## src/rtl/jtframe_db9_multi.sv

```systemverilog
// Multi-port DB9 joystick reader: drives the shared select line through an 8-phase
// sequence, classifies each pad as Atari / Sega 3-button / Sega 6-button, publishes per frame.
module jtframe_db9_multi #(
  parameter int PORTS     = 2,
  parameter int PHASE_CYC = 480,
  parameter int IDLE_CYC  = 96000
) (
  input  logic                 clk_sys,
  input  logic                 rst_n,
  input  logic [6*PORTS-1:0]   db9_in,
  output logic                 joy_sel,
  output logic [12*PORTS-1:0]  joy_out,
  output logic [2*PORTS-1:0]   joy_type,
  output logic                 frame_done
);

  localparam int MAXC = (PHASE_CYC > IDLE_CYC) ? PHASE_CYC : IDLE_CYC;
  localparam int CW   = $clog2(MAXC);
  localparam logic [CW-1:0] PH_LAST   = CW'(PHASE_CYC - 1);
  localparam logic [CW-1:0] IDLE_LAST = CW'(IDLE_CYC - 1);

  localparam logic [3:0] ST_PH0  = 4'd0;
  localparam logic [3:0] ST_PH1  = 4'd1;
  localparam logic [3:0] ST_PH5  = 4'd5;
  localparam logic [3:0] ST_PH6  = 4'd6;
  localparam logic [3:0] ST_IDLE = 4'd8;

  logic [3:0]          r_state;
  logic [CW-1:0]       r_cnt;
  logic                r_sel;
  logic                r_frame_done;
  logic [6*PORTS-1:0]  r_meta;
  logic [6*PORTS-1:0]  r_sync;
  logic [12*PORTS-1:0] r_joy_out;
  logic [2*PORTS-1:0]  r_joy_type;

  logic                w_ph_end;
  logic                w_idle_end;
  logic                w_adv;
  logic [3:0]          w_state_nxt;
  logic [12*PORTS-1:0] w_pub_out;
  logic [2*PORTS-1:0]  w_pub_type;

  assign w_ph_end    = (r_state != ST_IDLE) && (r_cnt == PH_LAST);
  assign w_idle_end  = (r_state == ST_IDLE) && (r_cnt == IDLE_LAST);
  assign w_adv       = w_ph_end | w_idle_end;
  assign w_state_nxt = w_idle_end ? ST_PH0 : (r_state + 4'd1);

  // Sequencer: PH0..PH7 then IDLE; select is high in even phases and in IDLE.
  always_ff @(posedge clk_sys or negedge rst_n) begin
    if (!rst_n) begin
      r_state      <= ST_PH0;
      r_cnt        <= '0;
      r_sel        <= 1'b1;
      r_frame_done <= 1'b0;
    end else begin
      r_frame_done <= w_idle_end;
      if (w_adv) begin
        r_state <= w_state_nxt;
        r_cnt   <= '0;
        r_sel   <= (w_state_nxt == ST_IDLE) || !w_state_nxt[0];
      end else begin
        r_cnt <= r_cnt + 1'b1;
      end
    end
  end

  // Pins are inverted on entry so the synchroniser reset value means "released".
  always_ff @(posedge clk_sys or negedge rst_n) begin
    if (!rst_n) begin
      r_meta <= '0;
      r_sync <= '0;
    end else begin
      r_meta <= ~db9_in;
      r_sync <= r_meta;
    end
  end

  genvar gi;
  generate
    for (gi = 0; gi < PORTS; gi++) begin : g_port
      logic [5:0] w_pin;
      logic [3:0] r_dir;
      logic       r_p6_hi;
      logic       r_p9_hi;
      logic       r_p6_lo;
      logic       r_p9_lo;
      logic [3:0] r_zyxm;
      logic       r_sega;
      logic       r_six;

      assign w_pin = r_sync[6*gi +: 6];

      always_ff @(posedge clk_sys or negedge rst_n) begin
        if (!rst_n) begin
          r_dir   <= '0;
          r_p6_hi <= 1'b0;
          r_p9_hi <= 1'b0;
          r_p6_lo <= 1'b0;
          r_p9_lo <= 1'b0;
          r_zyxm  <= '0;
          r_sega  <= 1'b0;
          r_six   <= 1'b0;
        end else if (w_idle_end) begin
          r_sega <= 1'b0;
          r_six  <= 1'b0;
        end else if (w_ph_end) begin
          case (r_state)
            ST_PH0: begin
              r_dir   <= w_pin[3:0];
              r_p6_hi <= w_pin[4];
              r_p9_hi <= w_pin[5];
            end
            ST_PH1: begin
              // A Sega pad grounds left and right while select is low.
              if (w_pin[2] && w_pin[3]) r_sega <= 1'b1;
              r_p6_lo <= w_pin[4];
              r_p9_lo <= w_pin[5];
            end
            ST_PH5: begin
              if ((&w_pin[3:0]) && r_sega) r_six <= 1'b1;
            end
            ST_PH6: begin
              if (r_six) r_zyxm <= w_pin[3:0];
            end
            default: ;
          endcase
        end
      end

      // Bit order {mode,x,y,z,start,c,b,a,right,left,down,up}; r_zyxm is {mode,x,y,z}.
      assign w_pub_out[12*gi +: 12] = r_sega ?
          {(r_six ? r_zyxm : 4'b0000), r_p9_lo, r_p9_hi, r_p6_hi, r_p6_lo, r_dir} :
          {4'b0000, 1'b0, 1'b0, r_p9_hi, r_p6_hi, r_dir};
      assign w_pub_type[2*gi +: 2] = r_sega ? (r_six ? 2'd2 : 2'd1) : 2'd0;
    end
  endgenerate

  always_ff @(posedge clk_sys or negedge rst_n) begin
    if (!rst_n) begin
      r_joy_out  <= '0;
      r_joy_type <= '0;
    end else if (w_idle_end) begin
      r_joy_out  <= w_pub_out;
      r_joy_type <= w_pub_type;
    end
  end

  assign joy_sel    = r_sel;
  assign joy_out    = r_joy_out;
  assign joy_type   = r_joy_type;
  assign frame_done = r_frame_done;

endmodule

```

## config.mk

```make
export PLATFORM = sky130hd
export DESIGN_NAME = jtframe_db9_multi
export DESIGN_NICKNAME = d
export VERILOG_FILES = /design/src/rtl/jtframe_db9_multi.sv
export SDC_FILE = /design/constraint.sdc
export NUM_CORES = 1
export LEC_CHECK = 0
export BUFFER_PORTS_ARGS = -buffer_cell sky130_fd_sc_hd__buf_2
export CAP_MARGIN = 20
export CORE_ASPECT_RATIO = 0.75
export CORE_MARGIN = 2
export CORE_UTILIZATION = 58
export CTS_CLUSTER_SIZE = 40
export DETAILED_ROUTE_END_ITERATION = 7
export GPL_TIMING_DRIVEN = 0
export PLACE_DENSITY_LB_ADDON = 0.3
export SLEW_MARGIN = 20
export SYNTH_ARGS = -nofsm -noshare
export SYNTH_HDL_FRONTEND = slang
export SYNTH_SLANG_ARGS = --single-unit
```

## constraint.sdc

```tcl
create_clock -name clk_sys -period 2.25 [get_ports clk_sys]
set_input_delay 0.3375 -clock clk_sys [delete_from_list [all_inputs] [get_ports clk_sys]]
set_output_delay 0.3375 -clock clk_sys [all_outputs]
set_load 0.1 [all_outputs]
```

; After elaboration in Yosys (flattened, before gate mapping)
; Index checks and enable logic that the tools add are counted.
[word_totals]
reg_bits = 103
latch_bits = 0
ram_bits = 0
romBits = 0
in_bits = 14
out_inout_bits = 30
wordCells = 89
memories = 0
[classes]
addsub = 2
mul = 0
div = 0
n_lt_le_gt_ge = 0
eq_ne = 8
shift = 0
n_mux = 26
bitwise_logic = 3
reduce_logical = 26
[ops]
columns = cell, n
row1 = $mux W12, 2
row2 = $reduce_and A3 Y1, 6
row3 = $add A17 B1 Y17 const B, 1
row4 = $eq A17 B17 Y1 const B, 1
row5 = $eq A17 B9 Y1 const B, 1
row6 = $mux W17, 1
row7 = $mux W1, 16
row8 = $reduce_and A4 Y1, 4
row9 = $reduce_bool A2 Y1, 7
row10 = $mux W4, 3
row11 = $not A12 Y12, 1
row12 = $eq A4 B3 Y1 const B, 2
row13 = $eq A4 B4 Y1 const B, 2
row14 = $mux W2, 4
row15 = $logic_and A1 B1 Y1, 6
row16 = $add A4 B1 Y4 const B, 1
row17 = $eq A4 B1 Y1 const B, 1
row18 = $logic_not A4 Y1, 1
row19 = $ne A4 B4 Y1 const B, 1
row20 = $logic_not A1 Y1, 1
row21 = $logic_or A1 B1 Y1, 1
row22 = $not A1 Y1, 1
row23 = $or A1 B1 Y1, 1

; Longest topological paths before layout
; Gate-level depths: netlist (run 1).
[depth]
ltp_word = 6
depth_mapped = 8
depth_no_buf = 6

; Least setup slack after synthesis (run 1)
; Ideal clock, no wire load.
[synth_path]
path_type = register to register
startpoint = reg r_cnt[0]
endpoint = reg g_port[0].r_dir[0]
setup_time_ns = 0.125
t_arrival_ns = 1.884
t_required_ns = 2.125
path_slack_ns = 0.241
path_stages_with_launch = 8
n_path_buf = 2
synth_period_minus_slack_ns = 2.009
cell_sequence = dfrtp_1 > ha_1 > and4_1 > buf_4 > nand2_2 > nor4_4 > buf_6 > mux2_2
[synth_between]
elab_chain_len = 4
word_cells_on_any_way = 6
classes_between = eq/ne: 2 / bitwise: 1 / reduce/logical: 3
[synth_rtl]
columns = element, line
row1 = from (decl), 29  ; logic [CW-1:0] r_cnt;
row2 = from (signal assigned), 63  ; r_cnt <= r_cnt + 1'b1;
row3 = $eq A17 B17 Y1, 45  ; assign w_idle_end = (r_state == ST_IDLE) && (r_cnt == IDLE_LAST);
row4 = $logic_and A1 B1 Y1, 45
row5 = $not A1 Y1 (no line), -
row6 = $reduce_and A3 Y1 (no line) *, -
row7 = to (signal assigned), 110  ; r_dir <= w_pin[3:0];
row8 = to (decl), 83  ; logic [3:0] r_dir;
; Mark *: on every way between the ends. The rest lies on a longest branch, timed or not.
; A chain may end at the register's enable or synchronous reset.

; Worst setup path after layout (run 1)
[layout_path]
startpoint = reg r_cnt[5]
endpoint = reg g_port[1].r_p6_hi
[layout_between]
elab_chain_len = 4
word_cells_on_any_way = 6
classes_between = eq/ne: 2 / bitwise: 1 / reduce/logical: 3
[layout_rtl]
columns = element, line
row1 = $eq A17 B17 Y1, 45
row2 = $logic_and A1 B1 Y1, 45
row3 = $not A1 Y1 (no line), -
row4 = $reduce_and A3 Y1 (no line) *, -
row5 = to (signal assigned), 111  ; r_p6_hi <= w_pin[4];
row6 = to (decl), 84  ; logic r_p6_hi;
; Marks and branches as above.

==> summary.txt, run 1 <==
Register area share after synthesis = 60.9%
Area grow syn2layout = 15.0%
Clock root cell = clkbuf_8
Final Cycle Share = 95.9%
Most common cell in the netlist = dfrtp_1
Synth top cells by count = 102 x dfrtp_1, 42 x o21ai_0, 30 x mux2_2, 20 x nor2_1, 18 x nand2_1
Deepest clock path buffer count = 2
Leakage Power = 2.33 nW
GPL Wtd Cong = 0.836
Initial antenna violation count = 0
Startpoint types = register
Final hold vios = 0
Inserted Diodes = 0
Syn avg cell area = 12.3 um^2
DRC errors left = 0
Die width = 103 um
Hold_sp = db9_in[9]
Max Cap Viol = 0
DRT Pass-1 Iters = 4
Hold crit path type = primary input to register
DIE AREA = 8000 um^2
Nets = 422
Max Clock Skew = 0.0114 ns
Initial Util = 61.1%
Peak supply drop = 0.540 mV
CTS H-tree depth = 3
I/O pin count = 44
Routed wire per std cell = 15.6 um
Area share of the largest cell type after synthesis = 60.3%
CTS buffer count = 9
CP required = 2.51 ns
Final min period = 2.16 ns
# placed instances = 485
Via count of the first global-routing pass = 2,695
Via count = 2,744
Post-place setup slack = 0.00315 ns
Routed Antenna Nets = 0
Power per cell area = 639 nW/um^2
Setup slack after layout = 0.0918 ns
Slew @ Worst Pin = 0.736 ns
Hpwl dp = 5.57 mm
Grt ovf = 0
Via density = 5.42
Post-synth EDFFs = 0
Outcome = finished, final reports clean
Cell Rows = 26
Start point of the critical path = r_cnt[5]
Clock Pin Slew Worst Setup and Hold Paths = 0.10 ns
Area leader, netlist = dfrtp_1
First-pass GRT wire length = 13.3 mm
Synth cell types = 40
Critical path arrival = 2.42 ns
CTS tree = built
Post-Syn Area = 4230 um^2
Synth warn = 0
Power Total = 3.11 mW
Synthesized flop and latch total = 103
Final design utilization = 70.2%
Clk sinks = 103
Slew Limit Headroom = 50.5%
Worst Path Max Fanout = 10
Max Clock Freq = 463 MHz
Max Slew Vio Count = 0
Synth area leaders = dfrtp_1 60%, mux2_2 8.0%, o21ai_0 5.0%
Worst R2R Start = r_cnt[5]
Crit end category = register
Die Ht = 78.0 um
Finished Layout Cells = 506
Skew-Pair Late Insertion Delay = 0.37 ns
Total wire length = 7.91 mm
Core footprint = 6930 um^2
Ys async rst share = 100%
CP Class = register to register
Syn nets = 362
Dominant synthesized flop cell = dfrtp_1
Share of layout cells above drive strength 1 = 28.9%
Initial DRC Count = 181
Gr usage total = 22.2%
Largest net degree at the start of global routing = 58
I/O Buffers = 43
Gate Count Post-Synth = 343
Final setup viols = 0
-- state kept, by name, indices dropped and copies added (netlist names), 4 cells and up --
signal / flops
r_state: 4
r_meta: 12
g_port.r_dir: 8
joy_type: 4
joy_out: 24
g_port.r_zyxm: 8
r_cnt: 17
r_sync: 12
-- final timing paths --
path	endpoint	slack, ns	depth (start not counted)
max	g_port[1].r_p6_hi	0.09	6
min	r_meta[9]	0.1	2
max reg2reg	g_port[1].r_p6_hi	0.09	6
min reg2reg	r_sync[8]	0.35	0
max in group asynchronous	g_port[1].r_p9_hi	1.19	3
min in group asynchronous	r_cnt[2]	0.45	2
-- metrics by stage --
step	cell area, um^2	hold slack (ns)	TNS, ns
floorplan	4230	0.0419	0
global placement	4570	0.332	-18.13
detailed placement	4600	0.299	0
CTS	4820	0.0753	0
global route	4870	0.0708	-0.0291
finish	4870	0.0960	0
-- timing repair --
action / in CTS / in global routing
pin swaps: 1 / 3
hold endpoints to repair: 45 / 0
hold buffers: 1 / 0
endpoints found under the setup margin: 2 / 23
resized for setup: 1 / 7
buffers inserted: 0 / 4
-- where the power goes --
group / switching, mW / total, mW / leakage (nW) / internal [mW]
clock network: 0.620 / 1.17 / 0.0989 / 0.548
registers: 0.0117 / 1.88 / 1.37 / 1.87
logic: 0.0408 / 0.0580 / 0.862 / 0.0172
-- routing by layer --
layer / routed length, um / track usage (%) / vias to the layer above
met2: 3510 / 31.9 / 75
met5: 0 / 0 / -
met4: 110 / 6.53 / 0
met1: 3840 / 32.5 / 1354
li1: - / - / 1304
met3: 451 / 7.12 / 11
-- critical path, stage by stage (launching register included) --
cell	delay, ns
dfrtp_1	0.36
buf_2	0.19
nor4_4	0.36
nand4_4	0.26
nor4_4	0.29
buf_6	0.22
mux2_2	0.35
-- cells by family after synthesis --
logic type | synth area share (%)
mux | 10.1
compound gates | 6.41
xor+xnor | 2.90
fa+ha+maj | 1.48
flops | 60.9
buf+inv | 3.78
simple gates | 14.5
-- cell type report --
class	instances	area [um^2]
fill	493	2060
sequential	103	2580
buffer	18	100
inverter	17	63.8
clock inverter	6	67.6
clock buffer	10	138
tap	98	123
timing repair buffer	49	289
multi-input combinational	205	1510
-- cell usage in the layout (no fill, tap or decap), types with 3 or more instances in the layout --
cell type	Yosys	layout
nor3_1	4	3
o21ai_0	42	42
buf_4	2	7
nand2_1	18	18
a21oi_1	4	4
mux2i_1	5	5
and2_1	3	3
nor4_1	3	3
buf_6	2	3
xor2_1	6	6
ha_1	5	4
mux2_2	30	30
nand2b_1	3	3
nor4_4	5	5
clkbuf_1	9	8
dfrtp_1	102	102
nor2_1	20	20
clkbuf_8	0	10
xnor2_1	8	8
nand4_1	8	8
nand3_1	16	16
inv_1	17	16
buf_2	5	46
No activity file was read; power rests on OpenSTA's default activity.
==> run 2, diff against run 1 <==
RECOVER_POWER = 50   (was not set)
==> summary.txt, run 2 (synthesis results as in run 1) <==
Total wire length = 7.95 mm (was 7.91 mm)
Nets = 422 (unchanged)
Die width = 103 um (unchanged)
Initial antenna violation count = 0 (unchanged)
Grt ovf = 0 (unchanged)
Worst path slowest cell = dfrtp_1 (unchanged)
Inserted Diodes = 0 (unchanged)
Slew @ Worst Pin = 1.16 ns (was 0.736 ns)
Max Slew Vio Count = 0 (unchanged)
Sequential share of power = 60.6% (about the same)
Crit path cell chain = buf_2, nor4_4, nand4_4, nor4_4, buf_6, mux2_2 (unchanged)
Post-place setup slack = 0.00315 ns (unchanged)
Final design utilization = 69.9% (was 70.2%)
Clk sinks = 103 (unchanged)
CP Buf/Inv Count = 2 (unchanged)
Final min period = 2.15 ns (was 2.16 ns)
Max reg flops = 24 (unchanged)
Outcome = finished, final reports clean (unchanged)
Deepest clock path buffer count = 2 (unchanged)
CTS H-tree depth = 3 (unchanged)
Switching share of power = 21.8% (was 21.6%)
GPL Wtd Cong = 0.836 (unchanged)
Via count = 2,741 (was 2,744)
Routed wire per std cell = 15.7 um (was 15.6 um)
Leakage Power = 2.32 nW (was 2.33 nW)
Startpoint types = register (unchanged)
Slew Limit Headroom = 22.8% (was 50.5%)
Power per cell area = 642 nW/um^2 (was 639 nW/um^2)
Delay-heaviest family, CP = simple AND/OR/NAND/NOR gates (unchanged)
Initial Util = 61.1% (unchanged)
Final Cycle Share = 95.7% (was 95.9%)
Internal power = 2.43 mW (was 2.44 mW)
Share of layout cells above drive strength 1 = 28.7% (was 28.9%)
I/O pin count = 44 (unchanged)
Clock Pin Slew Worst Setup and Hold Paths = 0.10 ns (about the same)
Hpwl dp = 5.57 mm (unchanged)
Max Clock Skew = 0.0104 ns (was 0.0114 ns)
Gr usage total = 22.2% (unchanged)
DIE AREA = 8000 um^2 (unchanged)
Crit end category = register (unchanged)
Sw power = 677 uW (was 673 uW)
DRT Pass-1 Iters = 7 (was 4)
CP Class = register to register (unchanged)
# fillers = 499 (was 493)
CP required = 2.51 ns (about the same)
CP dominant cell by count = nor4_4 (unchanged)
Cell Rows = 26 (unchanged)
Critical path arrival = 2.41 ns (was 2.42 ns)
R2R setup slack = 0.1 ns (was 0.09 ns)
Most common cell after layout, fill and taps aside = dfrtp_1 (unchanged)
Core footprint = 6930 um^2 (unchanged)
I/O Buffers = 43 (unchanged)
Initial DRC Count = 173 (was 181)
Final hold vios = 0 (unchanged)
First-pass GRT wire length = 13.3 mm (unchanged)
Hold crit path type = primary input to register (unchanged)
Clock root cell = clkbuf_8 (unchanged)
CTS tree = built (unchanged)
Die Ht = 78.0 um (unchanged)
Logic pwr share = 1.7% (was 1.9%)
Final setup viols = 0 (unchanged)
Largest net degree at the start of global routing = 58 (unchanged)
Max Cap Viol = 0 (unchanged)
CTS buffer count = 9 (unchanged)
Clock group share of total power = 37.7% (was 37.6%)
Setup slack after layout = 0.0970 ns (was 0.0918 ns)
Skew-Pair Late Insertion Delay = 0.37 ns (about the same)
Max incr delay on CP = 0.36 ns (about the same)
Via count of the first global-routing pass = 2,695 (unchanged)
Peak supply drop = 0.540 mV (about the same)
Routed Antenna Nets = 0 (unchanged)
Max Clock Freq = 464 MHz (was 463 MHz)
Worst Path Max Fanout = 10 (unchanged)
Area grow syn2layout = 14.4% (was 15.0%)
DRC errors left = 0 (unchanged)
Most frequent cells in the layout = 102 x dfrtp_1, 46 x buf_2, 42 x o21ai_0, 30 x mux2_2, 20 x nor2_1 (unchanged)
Via density = 5.42 (about the same)
run 2: path summary, 6_finish.rpt:
path	startpoint	to	depth (start not counted)
worst min-delay path	db9_in[9]	r_meta[9]	2
worst max-delay path	r_cnt[5]	g_port[1].r_p6_hi	6
worst max register to register	r_cnt[5]	g_port[1].r_p6_hi	6
max in group asynchronous	rst_n	g_port[1].r_p9_hi	3
worst min register to register	r_meta[8]	r_sync[8]	0
min in group asynchronous	rst_n	r_cnt[2]	2
run 2: per-layer routing:
metal	track usage, %	part of all wire, %	up-vias
met5	0	0	-
met4	6.53	1.6	0
met3	7.12	5.4	13
met2	31.9	44	69
met1	32.5	49	1360
li1	-	-	1299
run 2: what timing repair did:
action | 4_1_cts | 5_1_grt
endpoints found under the setup margin | 2 | 23
hold buffers | 1 | 0
endpoints found under the hold margin | 45 | 0
buffers inserted | 0 | 4
pin swaps | 1 | 3
resized for setup | 1 | 7
run 2: stage by stage:
| step | hold WS, ns | std cells | power (mW) | instance area (um^2) | setup TNS (ns) |
|---|---|---|---|---|---|
| floorplan | 0.0419 | 343 | 1.92 | 4230 | 0 |
| detailed placement | 0.299 | 485 | 1.98 | 4600 | 0 |
| finish | 0.0936 | 506 | 3.11 | 4840 | 0 |
| global route | 0.0708 | 506 | 3.23 | 4840 | -0.0291 |
| global placement | 0.332 | 484 | 1.97 | 4570 | -18.13 |
| CTS | 0.0753 | 502 | 3.15 | 4820 | 0 |
run 2: cell type report:
cell class | count | area (um^2) | share of cell area [%]
Sequential cell | 103 | 2580 | 53.3
Multi-Input combinational cell | 205 | 1500 | 31.1
Timing Repair Buffer | 49 | 267 | 5.51
Clock buffer | 10 | 138 | 2.84
Tap cell | 98 | 123 | 2.53
Buffer | 18 | 100 | 2.07
Clock inverter | 6 | 67.6 | 1.40
Inverter | 17 | 63.8 | 1.32
run 2: power by group through the flow:
stage               clock network (mW)  logic (mW)  registers [mW]
floorplan                            0     0.00492            1.91
global placement                     0      0.0514            1.92
detailed placement                   0      0.0593            1.92
CTS                               1.20      0.0612            1.88
global route                      1.28      0.0642            1.89
finish                            1.17      0.0526            1.88
